### src/rtl/mem_arbiter.sv
// mem_arbiter: shares one single-ported memory between instruction fetch (IF)
// and the data memory stage (DM). Data accesses win arbitration unless a
// waiting fetch has already been passed over STARVE_LIMIT times in a row.
// Each access is a registered req/ack transaction of variable latency.
//
// Ports:
//   clk, reset                  clock, asynchronous active-high reset
//   if_req/if_addr/if_flush     fetch read request, address, branch flush
//   if_rdata/if_valid/if_stall  fetch data, completion pulse, stall
//   dm_req/dm_we/dm_addr/dm_wdata  data request, write enable, address, data
//   dm_rdata/dm_valid/dm_stall  data read data, completion pulse, stall
//   mem_req/mem_we/mem_addr/mem_wdata  registered memory request
//   mem_rdata/mem_ack           memory read data and completion
module mem_arbiter #(
  parameter int ADDR_W       = 32,
  parameter int DATA_W       = 32,
  parameter int STARVE_LIMIT = 4
) (
  input  logic              clk,
  input  logic              reset,
  input  logic              if_req,
  input  logic [ADDR_W-1:0] if_addr,
  input  logic              if_flush,
  output logic [DATA_W-1:0] if_rdata,
  output logic              if_valid,
  output logic              if_stall,
  input  logic              dm_req,
  input  logic              dm_we,
  input  logic [ADDR_W-1:0] dm_addr,
  input  logic [DATA_W-1:0] dm_wdata,
  output logic [DATA_W-1:0] dm_rdata,
  output logic              dm_valid,
  output logic              dm_stall,
  output logic              mem_req,
  output logic              mem_we,
  output logic [ADDR_W-1:0] mem_addr,
  output logic [DATA_W-1:0] mem_wdata,
  input  logic [DATA_W-1:0] mem_rdata,
  input  logic              mem_ack
);

  // Counter just wide enough to hold STARVE_LIMIT (1 bit when the bound is off).
  localparam int CNT_W = (STARVE_LIMIT < 2) ? 1 : $clog2(STARVE_LIMIT + 1);
  localparam logic [CNT_W-1:0] LIMIT_C = CNT_W'(STARVE_LIMIT);
  localparam logic BOUND_EN_C = (STARVE_LIMIT != 0) ? 1'b1 : 1'b0;

  typedef enum logic [1:0] {
    IDLE    = 2'd0,
    BUSY_IF = 2'd1,
    BUSY_DM = 2'd2
  } state_t;

  state_t           state_r;
  logic [CNT_W-1:0] starve_cnt_r;
  logic             discard_r;

  logic fetch_blocked_s;
  logic grant_dm_s;
  logic grant_if_s;
  logic ack_s;

  // Arbitration and completion decode.
  always_comb begin
    fetch_blocked_s = 1'b0;
    grant_dm_s      = 1'b0;
    grant_if_s      = 1'b0;
    ack_s           = mem_ack & mem_req;
    if_valid        = 1'b0;
    dm_valid        = 1'b0;

    // A fetch that has waited out the bound takes precedence over data.
    if (if_req && BOUND_EN_C && (starve_cnt_r == LIMIT_C)) begin
      fetch_blocked_s = 1'b1;
    end else begin
      fetch_blocked_s = 1'b0;
    end

    if (state_r == IDLE) begin
      grant_dm_s = dm_req & ~fetch_blocked_s;
      grant_if_s = ~grant_dm_s & if_req;
    end else begin
      grant_dm_s = 1'b0;
      grant_if_s = 1'b0;
    end

    // A flush arriving in the ack cycle itself also kills the pulse.
    if ((state_r == BUSY_IF) && ack_s && !discard_r && !if_flush) begin
      if_valid = 1'b1;
    end else begin
      if_valid = 1'b0;
    end

    if ((state_r == BUSY_DM) && ack_s) begin
      dm_valid = 1'b1;
    end else begin
      dm_valid = 1'b0;
    end
  end

  assign if_rdata = mem_rdata;
  assign dm_rdata = mem_rdata;
  assign if_stall = if_req & ~if_valid;
  assign dm_stall = dm_req & ~dm_valid;

  // Access sequencer: grant, hold the memory request until ack, track starvation.
  always_ff @(posedge clk or posedge reset) begin
    if (reset) begin
      state_r      <= IDLE;
      starve_cnt_r <= '0;
      discard_r    <= 1'b0;
      mem_req      <= 1'b0;
      mem_we       <= 1'b0;
      mem_addr     <= '0;
      mem_wdata    <= '0;
    end else begin
      case (state_r)
        IDLE: begin
          if (grant_dm_s) begin
            mem_req   <= 1'b1;
            mem_we    <= dm_we;
            mem_addr  <= dm_addr;
            mem_wdata <= dm_wdata;
            state_r   <= BUSY_DM;
            // Only data grants that actually overtake a waiting fetch count.
            if (if_req) begin
              if (starve_cnt_r != LIMIT_C) begin
                starve_cnt_r <= starve_cnt_r + CNT_W'(1);
              end
            end else begin
              starve_cnt_r <= '0;
            end
          end else if (grant_if_s) begin
            mem_req      <= 1'b1;
            mem_we       <= 1'b0;
            mem_addr     <= if_addr;
            mem_wdata    <= '0;
            state_r      <= BUSY_IF;
            starve_cnt_r <= '0;
          end
        end
        BUSY_IF: begin
          if (ack_s) begin
            mem_req   <= 1'b0;
            discard_r <= 1'b0;
            state_r   <= IDLE;
          end else if (if_flush) begin
            // The transaction must still complete; its data is just dropped.
            discard_r <= 1'b1;
          end
        end
        BUSY_DM: begin
          if (ack_s) begin
            mem_req <= 1'b0;
            state_r <= IDLE;
          end
        end
        default: begin
          mem_req   <= 1'b0;
          discard_r <= 1'b0;
          state_r   <= IDLE;
        end
      endcase
    end
  end

endmodule

### config.mk
export PLATFORM = sky130hd
export DESIGN_NAME = mem_arbiter
export DESIGN_NICKNAME = d
export VERILOG_FILES = /design/src/rtl/mem_arbiter.sv
export SDC_FILE = /design/constraint.sdc
export NUM_CORES = 1
export LEC_CHECK = 0
export CORE_ASPECT_RATIO = 0.7
export CORE_UTILIZATION = 31
export CTS_CLUSTER_DIAMETER = 120
export CTS_CLUSTER_SIZE = 8
export DETAILED_ROUTE_END_ITERATION = 7
export PLACE_DENSITY = 0.74
export SLEW_MARGIN = 15
export SYNTH_ARGS = -nofsm -noshare
export SYNTH_HDL_FRONTEND = slang
export SYNTH_SLANG_ARGS = --single-unit
export TNS_END_PERCENT = 10
### constraint.sdc
create_clock -name clk -period 2 [get_ports clk]
set_input_delay 0.3 -clock clk [delete_from_list [all_inputs] [get_ports clk]]
set_output_delay 0.3 -clock clk [all_outputs]
set_load 0.03 [all_outputs]
==> results of run 1 <==
[per-stage QoR]
step                      util, %  area [µm²]  setup WS [ns]  hold slack (ns)
after floorplan                 -        3650         0.0527            0.433
after global placement       45.1        5050        -0.0910            0.488
after detailed placement     45.1        5050         -0.133            0.493
after CTS                    48.3        5410       0.000281            0.438
after global routing         48.2        5410         0.0219            0.456
final                        48.2        5410          0.109            0.423
[flip-flops by register name, indices dropped and copies added, names as in the netlist]
| name | cells |
|---|---|
| discard_r | 1 |
| mem_addr | 32 |
| mem_req | 1 |
| mem_wdata | 32 |
| mem_we | 1 |
| starve_cnt_r | 3 |
| state_r | 2 |
[timing repair]
item                       4_1_cts  5_1_grt
setup endpoints to repair        2        2
pin swaps                        0        0
setup buffers                    0        0
hold buffers                     0        0
gates cloned                     0        0
gates resized for setup          4        2
[synth_stat cells, types with 4 or more instances]
cell / n / area [µm²]
inv_1: 7 / 26.3
ha_1: 5 / 62.6
nor3_1: 32 / 160
nor2_1: 35 / 131
buf_6: 8 / 90.1
nand2_1: 6 / 22.5
buf_4: 64 / 480
buf_2: 11 / 55.1
o32ai_1: 28 / 245
a22o_1: 34 / 298
clkbuf_1: 4 / 15.0
dfrtp_1: 72 / 1800
o32ai_2: 4 / 65.1
[logic make-up (layout without fill, tap and decap cells)]
kind of cell             Yosys count  after routing
AND/OR/NAND/NOR                   81             81
flip-flops                        72             72
AO/OA/AOI/OAI                     81             81
adder cells (fa/ha/maj)            5              5
buffers and inverters             96            207
[power groups by stage]
stage               clock network, mW  logic (mW)  registers (mW)
global placement                    0        4.74            2.60
global route                     2.00        5.06            2.71
finish                           1.86        4.79            2.62
detailed placement                  0        4.82            2.62
floorplan                           0        1.71            3.91
CTS                              1.93        4.83            2.62
[critical path: stages, from the launching register on]
cell	delay (ns)
dfrtp_1	0.40
inv_1	0.10
ha_1	0.19
and3_1	0.20
clkdlybuf4s15_1	0.38
[worst min-delay path by stage]
stage	start	endpoint	slack (ns)	depth (start not counted)
finish	reset	mem_wdata[22]	0.42	3
detailed placement	mem_wdata[1]	mem_wdata[1]	0.49	1
global placement	mem_wdata[15]	mem_wdata[15]	0.49	1
floorplan	dm_wdata[0]	mem_wdata[0]	0.43	1
CTS	reset	mem_wdata[22]	0.44	3
global route	reset	mem_wdata[22]	0.46	3
[layer usage]
layer / global-route usage (%) / vias to the layer above / wire length (µm)
li1: - / 1357 / -
met1: 21.7 / 1473 / 4450
met2: 25.6 / 146 / 4520
met3: 6.90 / 17 / 766
met4: 3.68 / 0 / 99
met5: 0 / - / 0
[final cells by class]
type                            count  area, µm²
Clock buffer                       10        239
Sequential cell                    72       1800
Clock inverter                      6        115
Multi-Input combinational cell    167       1180
Fill cell                        1007       5800
Inverter                            7       30.0
Tap cell                          153        191
Timing Repair Buffer              184       1850
==> results_dict.tcl, run 1 <==
set metrics [dict create \
    h-tree-depth 3 \
    synth_compound_area_share_pct 19.7 \
    worstSetupEndpointType "output pin" \
    fp.coreArea_mm2 0.0112 \
    max-clock-path-buffers 2 \
    crit_type "reg2out" \
    synthArstFlopShare_pct 100 \
    synth-seq-cells 72 \
    syn_area_mm2 0.00364 \
    vias 2993 \
    portBuffers 172 \
    fin_tns_setup_ns 0 \
    clock.fmax_mhz 529 \
    ant_nets 0 \
    final_cell_mix "clkdlybuf4s50_1 (168), dfrtp_1 (72), nor2_1 (35), a22o_1 (34), nor3_1 (32)" \
    clk_latency_ns 0.33 \
    placed_cells 583 \
    row_count 32 \
    fin_nets 581 \
    drt_first_iter_violations 113 \
    crit_arrival_ns 1.59 \
    internal-power_mw 5.54 \
    io_pins 269 \
    die_width_um 132 \
    clkSinkCount 72 \
    reg2reg_depth 6 \
    ys_warn_count 0 \
    r2r_slack_ns 0.26 \
    syn-num-nets 475 \
    setup_viol 0 \
    ys_seq_area_share_pct 49.5 \
    gp_congestion 0.806 \
    clock_skew_ns 0.0103 \
    switchingPower_mw 3.73 \
    r2r-start "state_r[0]" \
    vias_per_cell 5.00 \
    synth_mux_area_share_pct 0 \
    drt_pass1_iterations 4 \
    p_leak_nw 2.17 \
    slew_viol_final 0 \
    die_h_um 92.7 \
    slew_headroom_pct 67.6 \
    rsz0062_at_grt "false" \
    synth_xor_area_share_pct 0 \
    die_area_mm2 0.0122 \
    period_minus_slack_ns 1.89 \
    syn_to_final_growth_pct 48.5 \
    grt_pass1_wl_um 16000 \
    critPathMaxFanout 3 \
    hold_path.class "in2async" \
    ir_drop_mv 0.883 \
    power_frac_seq_pct 28.2 \
    drc 0 \
    dpl.hpwl_um 7010 \
    comb_power_share_pct 51.7 \
    tritoncts "yes" \
    min_period_over_period_pct 94.5 \
    synthAdderAreaFrac_pct 1.72 \
    start_util_pct 32.5 \
    p_clk_share_pct 20.1 \
    layout.cells.non_filler 599 \
    num_antenna_cells 0 \
    first_global_vias 3091 \
    switching_share_pct 40.3 \
    cts-buffers-inserted 9 \
    synthSimpleGateAreaFrac_pct 10.6 \
    start_kind "register" \
    required_ns 1.70 \
    root_buffer "clkbuf_16" \
    drt_wl_total_um 9830 \
    cp-endpoint "dm_valid" \
    postSynthAreaPerCell_um2 10.9 \
    clk_pin_slew_worst_paths_ns 0.06 \
    grt_start_max_net_pins 73 \
    outcome "complete, no violations" \
    maxCapViolations 0 \
    tightest_slew_ns 0.486 \
    antenna_found_initial 0 \
    total_power_mw 9.27 \
    layout_commonest_cell "clkdlybuf4s50_1" \
    crit_path_start "state_r[0]" \
    track_usage_pct 16.6 \
    rr_endpoint "mem_addr[15]" \
    synth_flop_cell "dfrtp_1" \
    drive_gt1_share_pct 9.87 \
    synthCells 335 \
    grt_overflow 0 \
    synth_top_family_by_area "compound AO/OA/AOI/OAI gates" \
    wl_per_cell_um 16.4 \
    cellPowerDensity_mw_per_mm2 1710 \
    hold_viol_final 0 \
    synth-edff-count 0 \
    ys_types 32 \
]
(Power assumes the default switching activity.)
==> run 2, diff against run 1 <==
Settings changed: CORE_MARGIN set to 3, HOLD_SLACK_MARGIN set to 0.03.
==> run 2 against run 1 <==
  * Sequential power about the same
  * Design area decreased by 0.65%
  * Register-to-register slack got worse by 0.06 ns
  * Critical path depth unchanged
  * Clock skew decreased by 0.0040 ns
  * Global-route usage decreased by 0.61 points
  * Count of clock-buffer cells in the layout unchanged
  * Routed wire length increased by 5.5%
  * Worst hold slack got worse by 0.0042 ns
  * Setup slack got worse by 0.0055 ns
  * Largest power group unchanged
==> results_dict.tcl, run 2 (synthesis gave the netlist of run 1 again) <==
set metrics [dict create \
    max-clock-path-buffers 2 \
    outcome "complete, no violations" \
    start_kind "register" \
    maxCapViolations 0 \
    worstSetupEndpointType "output pin" \
    reg_top3 "mem_addr: 32 flops, mem_wdata: 32 flops, starve_cnt_r: 3 flops" \
    crit_path_top_delay_cell "dlygate4sd2_1" \
    clk_pin_slew_worst_paths_ns 0.06 \
    cp_cell_sequence "inv_1 > ha_1 > and3_1 > dlygate4sd2_1" \
    clock.fmax_mhz 527 \
    hold_path.class "in2async" \
    gp_congestion 0.744 \
    drive_gt1_share_pct 9.84 \
    setup_viol 0 \
    period_minus_slack_ns 1.90 \
    slew_viol_final 0 \
    wl_met2_um 5030 \
    rsz0062_at_grt "false" \
    io_pins 269 \
    highest_layer "met4" \
    hold_buffers 0 \
    grt_start_max_net_pins 73 \
    wl_per_cell_um 17.3 \
    root_buffer "clkbuf_16" \
    required_ns 1.70 \
    final_cell_mix "clkdlybuf4s50_1 (168), dfrtp_1 (72), nor2_1 (35), a22o_1 (34), nor3_1 (32)" \
    crit_arrival_ns 1.60 \
    tritoncts "yes" \
    cellPowerDensity_mw_per_mm2 1700 \
    vias_per_cell 4.97 \
    syn_to_final_growth_pct 47.5 \
    portBuffers 172 \
    clk_latency_ns 0.33 \
    cts-buffers-inserted 9 \
    die_area_mm2 0.0131 \
    p_leak_nw 2.16 \
    drt_pass1_iterations 4 \
    num_antenna_cells 0 \
    row_count 32 \
    drt_first_iter_violations 120 \
    slew_headroom_pct 67.4 \
    first_global_vias 3221 \
    min_period_over_period_pct 94.8 \
    drc 0 \
    fin_nets 582 \
    wl_met3_um 799 \
    fp.coreArea_mm2 0.0113 \
    dpl.hpwl_um 7610 \
    fin_tns_setup_ns 0 \
    track_usage_pct 16.0 \
    antenna_found_initial 0 \
    cpPeakStageDelay_ns 0.42 \
    start_util_pct 32.4 \
    place_area_mm2 0.00506 \
    grt_pass1_wl_um 17000 \
    hold_viol_final 0 \
    ant_nets 0 \
    drt_wl_total_um 10400 \
    crit_type "reg2out" \
    layout_commonest_cell "clkdlybuf4s50_1" \
    die_h_um 96.7 \
    reg2reg_depth 5 \
    die_width_um 136 \
    fin_area_mm2 0.00537 \
    clock_skew_ns 0.00631 \
    tightest_slew_ns 0.488 \
    ir_drop_mv 0.852 \
    clkSinkCount 72 \
    critPathMaxFanout 3 \
    h-tree-depth 3 \
    grt_overflow 0 \
    vias 2984 \
    drt-met1-wl_um 4430 \
]
-- run 2: path summary, 6_finish.rpt --
kind / from / endpoint / slack [ns]
max reg2reg: state_r[1] / state_r[1] / 0.20
min in group clk: mem_wdata[6] / mem_wdata[6] / 0.50
max in group asynchronous: reset / starve_cnt_r[2] / 1.24
min: reset / mem_addr[19] / 0.42
min reg2reg: mem_wdata[6] / mem_wdata[6] / 0.50
max: state_r[0] / dm_valid / 0.10
-- run 2: metal layers --
layer,up-vias,GRT usage [%]
met4,0,3.95
met3,27,5.82
li1,1370,-
met2,146,25.8
met5,-,0
met1,1441,20.5
-- run 2: report_power, final --
group | switching, mW | internal (mW) | total, mW
sequential | 0.444 | 2.18 | 2.62
clock | 0.598 | 1.10 | 1.70
combinational | 2.70 | 2.10 | 4.80
-- run 2: metrics by stage --
step | hold WS, ns | total power [mW] | std cells | utilization, % | setup WS (ns)
2_1_floorplan | 0.433 | 5.62 | 335 | - | 0.0527
3_3_place_gp | 0.489 | 7.35 | 584 | 44.9 | 0.0850
3_5_place_dp | 0.491 | 7.48 | 584 | 44.9 | 0.0513
4_1_cts | 0.447 | 9.25 | 600 | 47.8 | 0.0998
5_1_grt | 0.474 | 9.65 | 600 | 47.8 | 0.0168
6_report | 0.419 | 9.12 | 600 | 47.8 | 0.104
-- run 2: area by class of cell --
| cell class | instances | area [µm²] |
|---|---|---|
| Sequential cell | 72 | 1800 |
| Multi-Input combinational cell | 167 | 1170 |
| Clock inverter | 6 | 90.1 |
| Fill cell | 1012 | 5880 |
| Tap cell | 153 | 191 |
| Inverter | 7 | 30.0 |
| Timing Repair Buffer | 185 | 1860 |
| Clock buffer | 10 | 229 |
-- run 2: critical path, delay by kind of cell (launching register included) --
kind                       cells  cell delay, ns
buffers and inverters          2            0.51
and+or+nand+nor                1            0.20
adders and majority gates      1            0.17
DFF                            1            0.39
-- run 2: what timing repair did --
action                                  CTS  global route
endpoints found under the setup margin    1             0
setup buffers                             0             0
gates resized for setup                   1             0
